**config.mk**
```make
export PLATFORM = sky130hd
export DESIGN_NAME = control_unit
export DESIGN_NICKNAME = d
export VERILOG_FILES = /design/src/rtl/control_unit.sv
export SDC_FILE = /design/constraint.sdc
export NUM_CORES = 1
export LEC_CHECK = 0
export ABC_CLOCK_PERIOD_IN_PS = 4000
export CAP_MARGIN = 0
export CELL_PAD_IN_SITES_DETAIL_PLACEMENT = 2
export CELL_PAD_IN_SITES_GLOBAL_PLACEMENT = 2
export CORE_UTILIZATION = 25
export DETAILED_ROUTE_END_ITERATION = 8
export MAX_ROUTING_LAYER = met4
export PLACE_DENSITY = 0.84
export SLEW_MARGIN = 20
export SYNTH_ARGS = -nofsm -noshare
export SYNTH_HDL_FRONTEND = slang
export SYNTH_SLANG_ARGS = --single-unit
export TNS_END_PERCENT = 10
```
**constraint.sdc**
```tcl
create_clock -name clk -period 4 [get_ports clk]
set_input_delay 0.4 -clock clk [delete_from_list [all_inputs] [get_ports clk]]
set_output_delay 0.4 -clock clk [all_outputs]
set_load 0.05 [all_outputs]
```
**src/rtl/control_unit.sv**
```systemverilog
// control_unit: microcode sequencer for the 8-bit SAP-1.5 computer.
// Walks fetch/decode/execute per instruction and decodes the datapath control
// word from the current state and the latched opcode. Exactly one bus source
// (or none) is enabled in any cycle; HLT (and optionally illegal opcodes) park
// the machine in S_HALT until reset.
module control_unit #(
    parameter int OPCODE_W       = 4,
    parameter bit NOP_ON_ILLEGAL = 1'b1
) (
    input  logic                clk,
    input  logic                reset,
    input  logic [OPCODE_W-1:0] opcode,
    input  logic                flag_zero,
    input  logic                flag_carry,
    output logic                pc_enable,
    output logic                load_pc,
    output logic                oe_pc,
    output logic                load_mar,
    output logic                oe_ram,
    output logic                load_ram,
    output logic                load_ir,
    output logic                oe_ir,
    output logic                load_a,
    output logic                oe_a,
    output logic                load_b,
    output logic                oe_alu,
    output logic                alu_sub,
    output logic                load_flags,
    output logic                load_o,
    output logic                halt,
    output logic [2:0]          state_o
);

    typedef enum logic [2:0] {
        S_RESET       = 3'd0,
        S_FETCH_PC    = 3'd1,
        S_FETCH_INSTR = 3'd2,
        S_DECODE      = 3'd3,
        S_EXEC1       = 3'd4,
        S_EXEC2       = 3'd5,
        S_EXEC3       = 3'd6,
        S_HALT        = 3'd7
    } state_t;

    localparam logic [OPCODE_W-1:0] OP_NOP = OPCODE_W'(4'h0);
    localparam logic [OPCODE_W-1:0] OP_LDA = OPCODE_W'(4'h1);
    localparam logic [OPCODE_W-1:0] OP_LDB = OPCODE_W'(4'h2);
    localparam logic [OPCODE_W-1:0] OP_ADD = OPCODE_W'(4'h3);
    localparam logic [OPCODE_W-1:0] OP_SUB = OPCODE_W'(4'h4);
    localparam logic [OPCODE_W-1:0] OP_STA = OPCODE_W'(4'h5);
    localparam logic [OPCODE_W-1:0] OP_LDI = OPCODE_W'(4'h6);
    localparam logic [OPCODE_W-1:0] OP_JMP = OPCODE_W'(4'h7);
    localparam logic [OPCODE_W-1:0] OP_JC  = OPCODE_W'(4'h8);
    localparam logic [OPCODE_W-1:0] OP_JZ  = OPCODE_W'(4'h9);
    localparam logic [OPCODE_W-1:0] OP_OUT = OPCODE_W'(4'hE);
    localparam logic [OPCODE_W-1:0] OP_HLT = OPCODE_W'(4'hF);

    state_t              state;
    logic [OPCODE_W-1:0] opcode_q;

    // Opcodes that have at least one execute step.
    function automatic logic has_exec(input logic [OPCODE_W-1:0] op);
        case (op)
            OP_LDA, OP_LDB, OP_ADD, OP_SUB, OP_STA,
            OP_LDI, OP_JMP, OP_JC, OP_JZ, OP_OUT: has_exec = 1'b1;
            default:                             has_exec = 1'b0;
        endcase
    endfunction

    // Anything not in the instruction set counts as illegal.
    function automatic logic is_illegal(input logic [OPCODE_W-1:0] op);
        is_illegal = !has_exec(op) && (op != OP_NOP) && (op != OP_HLT);
    endfunction

    function automatic logic goes_to_halt(input logic [OPCODE_W-1:0] op);
        goes_to_halt = (op == OP_HLT) || (is_illegal(op) && !NOP_ON_ILLEGAL);
    endfunction

    // Memory-operand instructions need a second execute step.
    function automatic logic has_exec2(input logic [OPCODE_W-1:0] op);
        has_exec2 = (op == OP_LDA) || (op == OP_LDB) || (op == OP_ADD) ||
                    (op == OP_SUB) || (op == OP_STA);
    endfunction

    function automatic logic has_exec3(input logic [OPCODE_W-1:0] op);
        has_exec3 = (op == OP_ADD) || (op == OP_SUB);
    endfunction

    // Sequencer state and opcode latch; the opcode is only sampled in S_DECODE.
    always_ff @(posedge clk or negedge reset) begin
        if (!reset) begin
            state    <= S_RESET;
            opcode_q <= '0;
        end else begin
            case (state)
                S_RESET:       state <= S_FETCH_PC;
                S_FETCH_PC:    state <= S_FETCH_INSTR;
                S_FETCH_INSTR: state <= S_DECODE;
                S_DECODE: begin
                    opcode_q <= opcode;
                    if (goes_to_halt(opcode))
                        state <= S_HALT;
                    else if (has_exec(opcode))
                        state <= S_EXEC1;
                    else
                        state <= S_FETCH_PC;
                end
                S_EXEC1:       state <= has_exec2(opcode_q) ? S_EXEC2 : S_FETCH_PC;
                S_EXEC2:       state <= has_exec3(opcode_q) ? S_EXEC3 : S_FETCH_PC;
                S_EXEC3:       state <= S_FETCH_PC;
                S_HALT:        state <= S_HALT;
                default:       state <= S_RESET;
            endcase
        end
    end

    // Control word decode from state and latched opcode; conditional jumps
    // gate load_pc with the live flag.
    always_comb begin
        pc_enable  = 1'b0;
        load_pc    = 1'b0;
        oe_pc      = 1'b0;
        load_mar   = 1'b0;
        oe_ram     = 1'b0;
        load_ram   = 1'b0;
        load_ir    = 1'b0;
        oe_ir      = 1'b0;
        load_a     = 1'b0;
        oe_a       = 1'b0;
        load_b     = 1'b0;
        oe_alu     = 1'b0;
        alu_sub    = 1'b0;
        load_flags = 1'b0;
        load_o     = 1'b0;
        halt       = 1'b0;
        case (state)
            S_FETCH_PC: begin
                oe_pc    = 1'b1;
                load_mar = 1'b1;
            end
            S_FETCH_INSTR: begin
                oe_ram    = 1'b1;
                load_ir   = 1'b1;
                pc_enable = 1'b1;
            end
            S_EXEC1: begin
                case (opcode_q)
                    OP_LDA, OP_LDB, OP_ADD, OP_SUB, OP_STA: begin
                        oe_ir    = 1'b1;
                        load_mar = 1'b1;
                    end
                    OP_LDI: begin
                        oe_ir  = 1'b1;
                        load_a = 1'b1;
                    end
                    OP_JMP: begin
                        oe_ir   = 1'b1;
                        load_pc = 1'b1;
                    end
                    OP_JC: begin
                        oe_ir   = 1'b1;
                        load_pc = flag_carry;
                    end
                    OP_JZ: begin
                        oe_ir   = 1'b1;
                        load_pc = flag_zero;
                    end
                    OP_OUT: begin
                        oe_a   = 1'b1;
                        load_o = 1'b1;
                    end
                    default: ;
                endcase
            end
            S_EXEC2: begin
                case (opcode_q)
                    OP_LDA: begin
                        oe_ram = 1'b1;
                        load_a = 1'b1;
                    end
                    OP_LDB, OP_ADD, OP_SUB: begin
                        oe_ram = 1'b1;
                        load_b = 1'b1;
                    end
                    OP_STA: begin
                        oe_a     = 1'b1;
                        load_ram = 1'b1;
                    end
                    default: ;
                endcase
            end
            S_EXEC3: begin
                if (has_exec3(opcode_q)) begin
                    oe_alu     = 1'b1;
                    load_a     = 1'b1;
                    load_flags = 1'b1;
                    alu_sub    = (opcode_q == OP_SUB);
                end
            end
            S_HALT:  halt = 1'b1;
            default: ;
        endcase
    end

    assign state_o = state;

endmodule

```
# Word-level counts from Yosys, hierarchy flattened
# Memories as Yosys holds them, arrays and structs flattened.
# Index checks and enable logic that the tools add are counted.
# Widths: inputs -> output; s select.
word_totals:
  word_cells: 64
  n_memories: 1
  latch_bits: 0
  ramBits: 0
  romBits: 16
  input_bits: 8
  regBits: 7
  output_inout_bits: 19
memory_table:
  columns: ["name", "depth", "width", "rd", "rd_clocked_by_memory_dff", "wr", "line", "source"]
  rows:
  - ["(name not given)", 16, 1, 1, 0, 0, "63", "case (op)"]
classes:
  div: 0
  n_mux: 32
  bitwise: 0
  mul: 0
  order_cmp: 0
  shifts: 0
  n_addsub: 0
  n_eq_ne: 18
  reduce_logical: 11
ops:
  columns: ["operator", "n"]
  rows:
  - ["$mux 1", 22]
  - ["$pmux 3 s7", 1]
  - ["$eq 4x3->1 const B", 4]
  - ["$eq 4x4->1 const B", 4]
  - ["$eq 3x3->1 const B", 4]
  - ["$mux 3", 4]
  - ["$reduce_or 9->1", 1]
  - ["$eq 4x2->1 const B", 2]
  - ["$eq 3x2->1 const B", 2]
  - ["$pmux 1 s2", 3]
  - ["$pmux 1 s3", 2]
  - ["$logic_or 1x1->1", 5]
  - ["$reduce_or 5->1", 1]
  - ["$eq 4x1->1 const B", 1]
  - ["$reduce_or 4->1", 1]
  - ["$eq 3x1->1 const B", 1]
  - ["$logic_not 3->1", 1]
  - ["$reduce_or 3->1", 1]
  - ["$reduce_or 2->1", 1]

# Logic depth before layout (Yosys ltp)
# Gate-level depths: netlist of run 1.
depth:
  ltp_word: 7
  ltp_mapped: 5
  depth_no_buf: 3

# Worst setup path after synthesis of run 1
# OpenSTA, ideal clock, no wires.
synth_path:
  kind: "register to output"
  startpoint: "register state[0] (netlist: state_o[0])"
  endpoint: "output port oe_ram"
  setup_slack_ns: 1.043
  t_required_ns: 3.600
  arrival_ns: 2.557
  stages_incl_launch_ff: 4
  n_path_buf: 1
  path_cell_list: "dfrtp_1 -> clkbuf_1 -> nor3b_1 -> or2_2"
synth_via:
  elab_chain_len: 2
  elab_cells_between_ends: 3
synth_lines:
  columns: ["element", "line", "source"]
  rows:
  - ["start, declared", "58", "state_t state;"]
  - ["start signal, assigned", "108", "S_EXEC1: state <= has_exec2(opcode_q) ? S_EXEC2 : S_FETCH_PC;"]
  - ["start signal, assigned", "109", "S_EXEC2: state <= has_exec3(opcode_q) ? S_EXEC3 : S_FETCH_PC;"]
  - ["$eq 3x3->1 / $eq 3x2->1 (equally long branches)", "136", "case (state)"]
  - ["$pmux 1 s2 (*)", "136", null]
  - ["end, declared", "19", "output logic oe_ram,"]
# Mark *: on every way between the ends. The rest lies on a longest branch, timed or not.

# Final worst setup path of run 1
layout_path:
  startpoint: "register state[0] (netlist: state_o[0])"
  endpoint: "output port load_mar"
layout_via:
  elab_chain_len: 2
  elab_cells_between_ends: 3
layout_lines:
  columns: ["element", "line", "source"]
  rows:
  - ["$eq 3x3->1 / $eq 3x1->1 (equally long branches)", "136", null]
  - ["$pmux 1 s2 (*)", "136", null]
  - ["end, declared", "18", "output logic load_mar,"]
# Marks and branches as above.

==> impl_metrics.prom, run 1 <==
# TYPE chip_impl_metric gauge
chip_impl_metric{name="final.setup.worst_slack",unit="ns"} 1.069
chip_impl_metric{name="numCtsBuffers",unit=""} 3
chip_impl_metric{name="cap_violations",unit=""} 0
chip_impl_metric{name="cts_resized",unit=""} 0
chip_impl_metric{name="post_synthesis_xor_xnor_area_fraction",unit="%"} 0
chip_impl_metric{name="worst_slew_margin_rel",unit="%"} 65.55
chip_impl_metric{name="cell_area_after_synthesis",unit="um^2"} 675.6
chip_impl_metric{name="grtUsageTotal",unit="%"} 15.28
chip_impl_info{name="critPathTopFamily",value="buffers and inverters"} 1
chip_impl_metric{name="power_density",unit="mW/mm^2"} 841.0
chip_impl_metric{name="power.static_leakage",unit="nW"} 0.3220
chip_impl_metric{name="grt_antenna_before_repair",unit=""} 0
chip_impl_metric{name="drive_above_1_share",unit="%"} 11.76
chip_impl_metric{name="maximum_fanout_encountered_on_the_critical_timing_path",unit=""} 15
chip_impl_info{name="critPathCaptureType",value="output port"} 1
chip_impl_metric{name="vias_per_cell",unit=""} 5.371
chip_impl_metric{name="gpl.final_weighted_congestion",unit=""} 0.7257
chip_impl_info{name="netlist.top_cell.by_area",value="dfrtp_1"} 1
chip_impl_metric{name="number_of_top_level_pins",unit=""} 27
chip_impl_metric{name="io_buffer_count",unit=""} 26
chip_impl_info{name="ordered_cell_list_for_the_critical_path",value="or3b_4, a2111o_1, o21ai_1, clkdlybuf4s50_1"} 1
chip_impl_metric{name="firstDrtPassIters",unit=""} 4
chip_impl_metric{name="routed_wirelength",unit="mm"} 1.912
chip_impl_metric{name="cp.required",unit="ns"} 3.60
chip_impl_metric{name="floorplan.die.height",unit="um"} 53.99
chip_impl_metric{name="globalRouteOverflowTotal",unit=""} 0
chip_impl_metric{name="pint",unit="mW"} 0.3507
chip_impl_metric{name="drt_first_iter_violations",unit=""} 3
chip_impl_metric{name="cp_data_arrival_time",unit="ns"} 2.53
chip_impl_metric{name="timing.final.crit_period",unit="ns"} 2.931
chip_impl_info{name="cts_tree",value="built"} 1
chip_impl_info{name="root_buffer",value="clkbuf_4"} 1
chip_impl_metric{name="p_clk_share",unit="%"} 8.0
chip_impl_metric{name="final-setup-viol-count",unit=""} 0
chip_impl_metric{name="grt_pass1_wl",unit="mm"} 3.084
chip_impl_metric{name="post-cts-setup-buffers",unit=""} 0
chip_impl_metric{name="hold_buffers",unit=""} 0
chip_impl_metric{name="nets",unit=""} 111
chip_impl_metric{name="wire_per_inst",unit="um"} 14.48
chip_impl_info{name="worst_hold_path_type",value="in2async"} 1
chip_impl_metric{name="rows",unit=""} 18
chip_impl_info{name="rsz0062_at_grt",value="false"} 1
chip_impl_metric{name="cts_buffer_depth",unit=""} 2
chip_impl_metric{name="syn_avg_cell_area",unit="um^2"} 8.341
chip_impl_metric{name="tritoncts_num_sinks",unit=""} 7
chip_impl_metric{name="synth_mux_area_share",unit="%"} 6.667
chip_impl_metric{name="clock_latency",unit="ns"} 0.25
chip_impl_metric{name="route.detailed.drc",unit=""} 0
chip_impl_metric{name="worst-path-buf-inv",unit=""} 1
chip_impl_metric{name="core_region_area",unit="mm^2"} 0.002522
chip_impl_metric{name="syn-instance-count",unit=""} 81
chip_impl_metric{name="synth_top_area_share",unit="%"} 25.93
chip_impl_metric{name="comb_power_share",unit="%"} 64.6
chip_impl_metric{name="number_of_global_route_vias_before_repair",unit=""} 692
chip_impl_metric{name="power.share.switching",unit="%"} 55.74
chip_impl_metric{name="final_clock_period_utilization_by_the_worst_path",unit="%"} 73.28
chip_impl_metric{name="chipWidth",unit="um"} 53.99
chip_impl_metric{name="htreeDepth",unit=""} 1
chip_impl_metric{name="met1_usage",unit="%"} 16.97
chip_impl_metric{name="via_count",unit=""} 709
chip_impl_metric{name="synth.yosys.seq_area_share",unit="%"} 25.93
chip_impl_metric{name="worst_ir_drop_on_vdd",unit="mV"} 0.4003
chip_impl_metric{name="r2r_setup_slack",unit="ns"} 2.46
chip_impl_info{name="busiest_layer",value="met2"} 1
chip_impl_metric{name="grt_start_max_net_pins",unit=""} 16
chip_impl_metric{name="globalRouteMet3Util",unit="%"} 1.695
chip_impl_metric{name="critical-path-max-stage-delay",unit="ns"} 0.81
chip_impl_metric{name="area_fraction_in_compound_gates_after_synthesis",unit="%"} 15.56
chip_impl_metric{name="syn-num-nets",unit=""} 89
chip_impl_metric{name="synth-seq-cells",unit=""} 7
chip_impl_metric{name="syn2layout_area_growth",unit="%"} 39.44
chip_impl_metric{name="grt.met2_usage",unit="%"} 26.75
chip_impl_metric{name="synth.yosys.warnings",unit=""} 0
chip_impl_metric{name="hold-worst-slack",unit="ns"} 0.4098
chip_impl_metric{name="sequentialPowerShare",unit="%"} 27.4
chip_impl_metric{name="drtAntennaViolNets",unit=""} 0
chip_impl_metric{name="timing.final.max_slew_violations",unit=""} 0
chip_impl_metric{name="placement.setup.worst_slack",unit="ns"} 1.319
chip_impl_metric{name="layout.filler_cells",unit=""} 308
chip_impl_metric{name="die_area",unit="mm^2"} 0.002914
chip_impl_metric{name="hold_vio_cnt_final",unit=""} 0
chip_impl_info{name="setup.worst_path.class",value="reg2out"} 1
chip_impl_info{name="synth_top_family_by_area",value="simple AND/OR/NAND/NOR gates"} 1
chip_impl_info{name="ys_dominant_reg_cell",value="dfrtp_1"} 1
chip_impl_metric{name="antenna-diode-count",unit=""} 0
chip_impl_metric{name="max_frequency",unit="MHz"} 341.2
chip_impl_metric{name="clk_pin_slew",unit="ns"} 0.05
chip_impl_metric{name="finalClockSkew",unit="ns"} 0.002173
chip_impl_info{name="post_synth_main_area_contributors",value="dfrtp_1, mux2_2, nor3_1"} 1
chip_impl_metric{name="dp_hpwl",unit="mm"} 1.511
chip_impl_metric{name="switching_power",unit="mW"} 0.4416
chip_impl_metric{name="setup_tns",unit="ns"} 0
chip_impl_metric{name="worst_pin_slew",unit="ns"} 0.5151
chip_impl_metric{name="synth.lib_cells_used.distinct",unit=""} 36
chip_impl_metric{name="postSynth.asyncResetShare",unit="%"} 100.0
chip_impl_metric{name="synthSimpleGateAreaFrac",unit="%"} 41.11
chip_impl_info{name="critical_path.startpoint_type",value="flop"} 1
chip_impl_metric{name="start_util",unit="%"} 26.79
chip_impl_metric{name="post_synth_fa_ha_maj_area_fraction",unit="%"} 0
chip_impl_metric{name="synth_enable_flop_cells",unit=""} 0
chip_impl_info{name="cpMaxStageDelayCell",value="clkdlybuf4s50_1"} 1
chip_impl_info{name="outcome",value="finished clean"} 1
## cell families (layout without fill, tap and decap cells)
family,Yosys count,count (layout)
flip-flops,7,7
AO/OA/AOI/OAI,15,15
multiplexers,4,4
buffers and inverters,13,34
AND/OR/NAND/NOR,42,42
## cell usage in the layout, fill, tap and decap left out, types with 3 or more instances in the layout
cell             count
o21ai_0              3
clkdlybuf4s50_1     26
nand3b_1             5
nand3_1              3
nor2_1               4
nor3b_1              3
dfrtp_1              7
a21oi_1              3
inv_1                4
clkbuf_4             3
mux2_2               4
nor3_1               8
nand2b_1             3
## power groups by stage
stage	sequential (mW)	combinational (mW)	clock, mW
floorplan	0.187	0.415	0
global placement	0.215	0.506	0
detailed placement	0.218	0.517	0
CTS	0.217	0.520	0.0670
global route	0.231	0.548	0.0703
finish	0.217	0.512	0.0631
## final timing paths
check                      depth (start not counted)        start     endpoint
setup / recovery                                   4   state_o[0]     load_mar
min in group clk                                   2  opcode_q[0]  opcode_q[0]
setup reg to reg                                   3   state_o[0]   state_o[2]
hold / removal                                     1        reset  opcode_q[0]
hold reg to reg                                    2  opcode_q[0]  opcode_q[0]
max in group asynchronous                          1        reset   state_o[0]
## worst reg2reg max path: stages (launching register included)
cell	delay (ns)
dfrtp_1	0.51
or3b_4	0.46
a2111o_1	0.42
nand3_1	0.08
## metal layers
metal  up-vias  wire, um
met2        12      1005
met5         -         0
met1       346       847
met3         2        50
met4         0         9
li1        349         -
## state kept, by name, indices dropped and copies added (netlist names)
register and flops:
state_o 3, opcode_q 4
## stage by stage
stage          instance area [um^2]  std cells  total power [mW]  util (%)
4_1_cts                       942.2        132            0.8040     37.35
2_1_floorplan                 675.6         81            0.6023         -
3_3_place_gp                  915.9        128            0.7216     36.31
3_5_place_dp                  915.9        128            0.7350     36.31
5_1_grt                       942.2        132            0.8494     37.35
6_report                      942.2        132            0.7924     37.35
## cell usage after synthesis, types with 2 or more instances
cell type  number
a21oi_1         3
buf_4           2
buf_6           2
clkbuf_1        4
dfrtp_1         7
inv_1           4
mux2_2          4
nand2_1         2
nand2b_1        3
nand3_1         3
nand3b_1        5
nand4b_1        2
nor2_1          4
nor3_1          8
nor3b_1         3
nor4_1          2
o21ai_0         3
or2_2           2
## cell type report
class                           count  area [um^2]  area share, %
Inverter                            4        15.01          1.594
Sequential cell                     7        175.2          18.59
Clock buffer                        4        26.28          2.789
Multi-Input combinational cell     61        427.9          45.42
Timing Repair Buffer               26        260.3          27.62
Tap cell                           30        37.54          3.984
No activity file was read; power rests on OpenSTA's default activity.
==> run 2, diff against run 1 <==
- ABC_CLOCK_PERIOD_IN_PS: 4000 -> 2500
- CORE_UTILIZATION: 25 -> 21
- PLACE_DENSITY: 0.84 -> 0.75
- clock period: 4 -> 2.5 ns (I/O delays scaled with it)
==> run 2 against run 1 <==
Largest cell class unchanged. Global-route usage shrank 1.5 points. Power rose by 69%. Worst setup slack got worse by 0.91 ns. Final cell count increased by 13%. Clock skew about the same. Flip-flop and latch count unchanged. Non-clock buffer count rose by 3.
==> impl_metrics.prom, run 2 (same netlist as run 1, synthesis figures left out) <==
# TYPE chip_impl_metric gauge
chip_impl_metric{name="floorplan.die.height",unit="um"} 58.72
chip_impl_metric{name="hold-worst-slack",unit="ns"} 0.2677
chip_impl_metric{name="max_frequency",unit="MHz"} 427.5
chip_impl_metric{name="routed_wirelength",unit="mm"} 2.102
chip_impl_metric{name="via_count",unit=""} 711
chip_impl_info{name="outcome",value="finished clean"} 1
chip_impl_metric{name="core_region_area",unit="mm^2"} 0.003053
chip_impl_metric{name="sequentialPowerShare",unit="%"} 22.0
chip_impl_info{name="setup.worst_path.class",value="reg2out"} 1
chip_impl_metric{name="drtAntennaViolNets",unit=""} 0
chip_impl_metric{name="worst_pin_slew",unit="ns"} 0.5181
chip_impl_metric{name="cts_resized",unit=""} 0
chip_impl_metric{name="post_layout_nonfiller_instances",unit=""} 149
chip_impl_metric{name="clock_latency",unit="ns"} 0.24
chip_impl_info{name="mostFrequentLayoutCells",value="clkdlybuf4s50_1, buf_4, nor3_1, dfrtp_1, nand3b_1"} 1
chip_impl_info{name="rsz0062_at_grt",value="false"} 1
chip_impl_metric{name="switching_power",unit="mW"} 0.7314
chip_impl_metric{name="timing.final.crit_period",unit="ns"} 2.339
chip_impl_metric{name="antenna-diode-count",unit=""} 0
chip_impl_metric{name="worst_ir_drop_on_vdd",unit="mV"} 0.2516
chip_impl_metric{name="drive_above_1_share",unit="%"} 23.81
chip_impl_metric{name="dp_hpwl",unit="mm"} 1.682
chip_impl_metric{name="fin_util",unit="%"} 31.76
chip_impl_metric{name="cp_data_arrival_time",unit="ns"} 2.09
chip_impl_metric{name="wire_per_inst",unit="um"} 14.11
chip_impl_info{name="regToRegEndpoint",value="state_o[2]"} 1
chip_impl_metric{name="number_of_top_level_pins",unit=""} 27
chip_impl_metric{name="timing.final.max_slew_violations",unit=""} 0
chip_impl_metric{name="pint",unit="mW"} 0.6066
chip_impl_info{name="root_buffer",value="clkbuf_4"} 1
chip_impl_metric{name="nets",unit=""} 114
chip_impl_metric{name="numCtsBuffers",unit=""} 3
chip_impl_metric{name="dpl_cell_area",unit="um^2"} 943.4
chip_impl_info{name="critical_path.startpoint_type",value="flop"} 1
chip_impl_metric{name="final_clock_period_utilization_by_the_worst_path",unit="%"} 93.56
chip_impl_metric{name="power.share.switching",unit="%"} 54.66
chip_impl_metric{name="final_design_area_no_fill",unit="um^2"} 969.7
chip_impl_metric{name="grtUsageTotal",unit="%"} 13.77
chip_impl_metric{name="hold_vio_cnt_final",unit=""} 0
chip_impl_metric{name="start_util",unit="%"} 22.13
chip_impl_metric{name="number_of_global_route_vias_before_repair",unit=""} 732
chip_impl_metric{name="post-cts-setup-buffers",unit=""} 0
chip_impl_metric{name="grt_start_max_net_pins",unit=""} 16
chip_impl_metric{name="power_density",unit="mW/mm^2"} 1380
chip_impl_metric{name="firstDrtPassIters",unit=""} 4
chip_impl_metric{name="worst_slew_margin_rel",unit="%"} 65.35
chip_impl_metric{name="syn2layout_area_growth",unit="%"} 43.52
chip_impl_info{name="largest_register",value="opcode_q"} 1
chip_impl_metric{name="final-setup-viol-count",unit=""} 0
chip_impl_metric{name="cp.required",unit="ns"} 2.25
chip_impl_metric{name="globalRouteOverflowTotal",unit=""} 0
chip_impl_metric{name="vias_per_cell",unit=""} 4.772
chip_impl_info{name="cpMaxStageDelayCell",value="clkdlybuf4s50_1"} 1
chip_impl_metric{name="cts_buffer_depth",unit=""} 2
chip_impl_metric{name="rows",unit=""} 20
chip_impl_metric{name="max_ffs_per_register",unit=""} 4
chip_impl_info{name="critPathCaptureType",value="output port"} 1
chip_impl_info{name="mostFrequentLayoutCell",value="clkdlybuf4s50_1"} 1
chip_impl_metric{name="die_area",unit="mm^2"} 0.003448
chip_impl_info{name="endpoint",value="load_ram"} 1
chip_impl_metric{name="setup_tns",unit="ns"} 0
chip_impl_metric{name="power.static_leakage",unit="nW"} 0.3595
chip_impl_info{name="ordered_cell_list_for_the_critical_path",value="nand2b_1, nor4_1, clkdlybuf4s50_1"} 1
chip_impl_info{name="worst_hold_path_type",value="in2async"} 1
chip_impl_metric{name="critical-path-max-stage-delay",unit="ns"} 0.84
chip_impl_info{name="cts_tree",value="built"} 1
chip_impl_metric{name="finalClockSkew",unit="ns"} 0.002560
chip_impl_info{name="worst_r2r_startpoint",value="state_o[0]"} 1
chip_impl_metric{name="dp.cells",unit=""} 145
chip_impl_metric{name="drt_first_iter_violations",unit=""} 18
chip_impl_metric{name="comb_power_share",unit="%"} 70.6
chip_impl_metric{name="io_buffer_count",unit=""} 26
chip_impl_metric{name="route.detailed.drc",unit=""} 0
chip_impl_metric{name="hold_buffers",unit=""} 0
chip_impl_metric{name="chipWidth",unit="um"} 58.72
chip_impl_metric{name="number_of_cells_traversed_by_the_worst_register_to_register_path",unit=""} 3
chip_impl_metric{name="grt_pass1_wl",unit="mm"} 3.519
chip_impl_info{name="startpoint",value="state_o[1]"} 1
chip_impl_metric{name="tritoncts_num_sinks",unit=""} 7
chip_impl_metric{name="maximum_fanout_encountered_on_the_critical_timing_path",unit=""} 10
chip_impl_metric{name="grt_antenna_before_repair",unit=""} 0
chip_impl_metric{name="cap_violations",unit=""} 0
chip_impl_metric{name="gpl.final_weighted_congestion",unit=""} 0.7369
chip_impl_metric{name="htreeDepth",unit=""} 1
chip_impl_metric{name="r2r_setup_slack",unit="ns"} 0.92
chip_impl_metric{name="p_clk_share",unit="%"} 7.4
chip_impl_metric{name="clk_pin_slew",unit="ns"} 0.05
run 2: cell types whose count changed in the layout (fill, tap and decap cells not counted), sizes merged:
cell | previous run | this run
buf | 0 | 13
clkdlybuf4s50 | 26 | 16
run 2: power by group through the flow:
stage / Clock (mW) / Sequential, mW / Combinational (mW)
finish: 0.0990 / 0.295 / 0.944
global route: 0.108 / 0.310 / 1.01
CTS: 0.104 / 0.295 / 0.954
detailed placement: 0 / 0.297 / 0.949
global placement: 0 / 0.287 / 0.932
floorplan: 0 / 0.299 / 0.664
run 2: critical path, delay by kind of cell (launching register included):
| kind | cells | cell delay, ns |
|---|---|---|
| flops | 1 | 0.46 |
| simple gates | 2 | 0.54 |
| buf+inv | 1 | 0.84 |
run 2: final cells by class:
class,instances,area (um^2)
Clock buffer,4,26.28
Fill cell,363,2083
Inverter,4,15.01
Multi-Input combinational cell,61,427.9
Sequential cell,7,175.2
Tap cell,44,55.05
Timing Repair Buffer,29,270.3
run 2: worst min-delay path by stage:
| stage | start | endpoint | slack, ns | depth (start not counted) |
|---|---|---|---|---|
| floorplan | reset | opcode_q[0] | -0.05 | 0 |
| global placement | reset | state_o[2] | 0.53 | 1 |
| detailed placement | reset | state_o[2] | 0.53 | 1 |
| CTS | reset | opcode_q[0] | 0.26 | 1 |
| global route | reset | state_o[2] | 0.28 | 1 |
| finish | reset | opcode_q[0] | 0.27 | 1 |
run 2: routing by layer:
layer / global-route usage, % / routed length (um) / vias to the layer above / share of wire [%]
met5: - / 0 / - / 0
met4: 5.102 / 0 / 0 / 0
met3: 0 / 43 / 0 / 2.0
met2: 23.86 / 1090 / 16 / 52
met1: 17.27 / 968 / 346 / 46
li1: - / - / 349 / -
run 2: metrics by stage:
step	setup WS (ns)	power, mW
finish	0.1611	1.338
global route	0.02507	1.431
CTS	0.1470	1.352
detailed placement	0.4189	1.246
global placement	0.4463	1.219
floorplan	-0.3069	0.9637
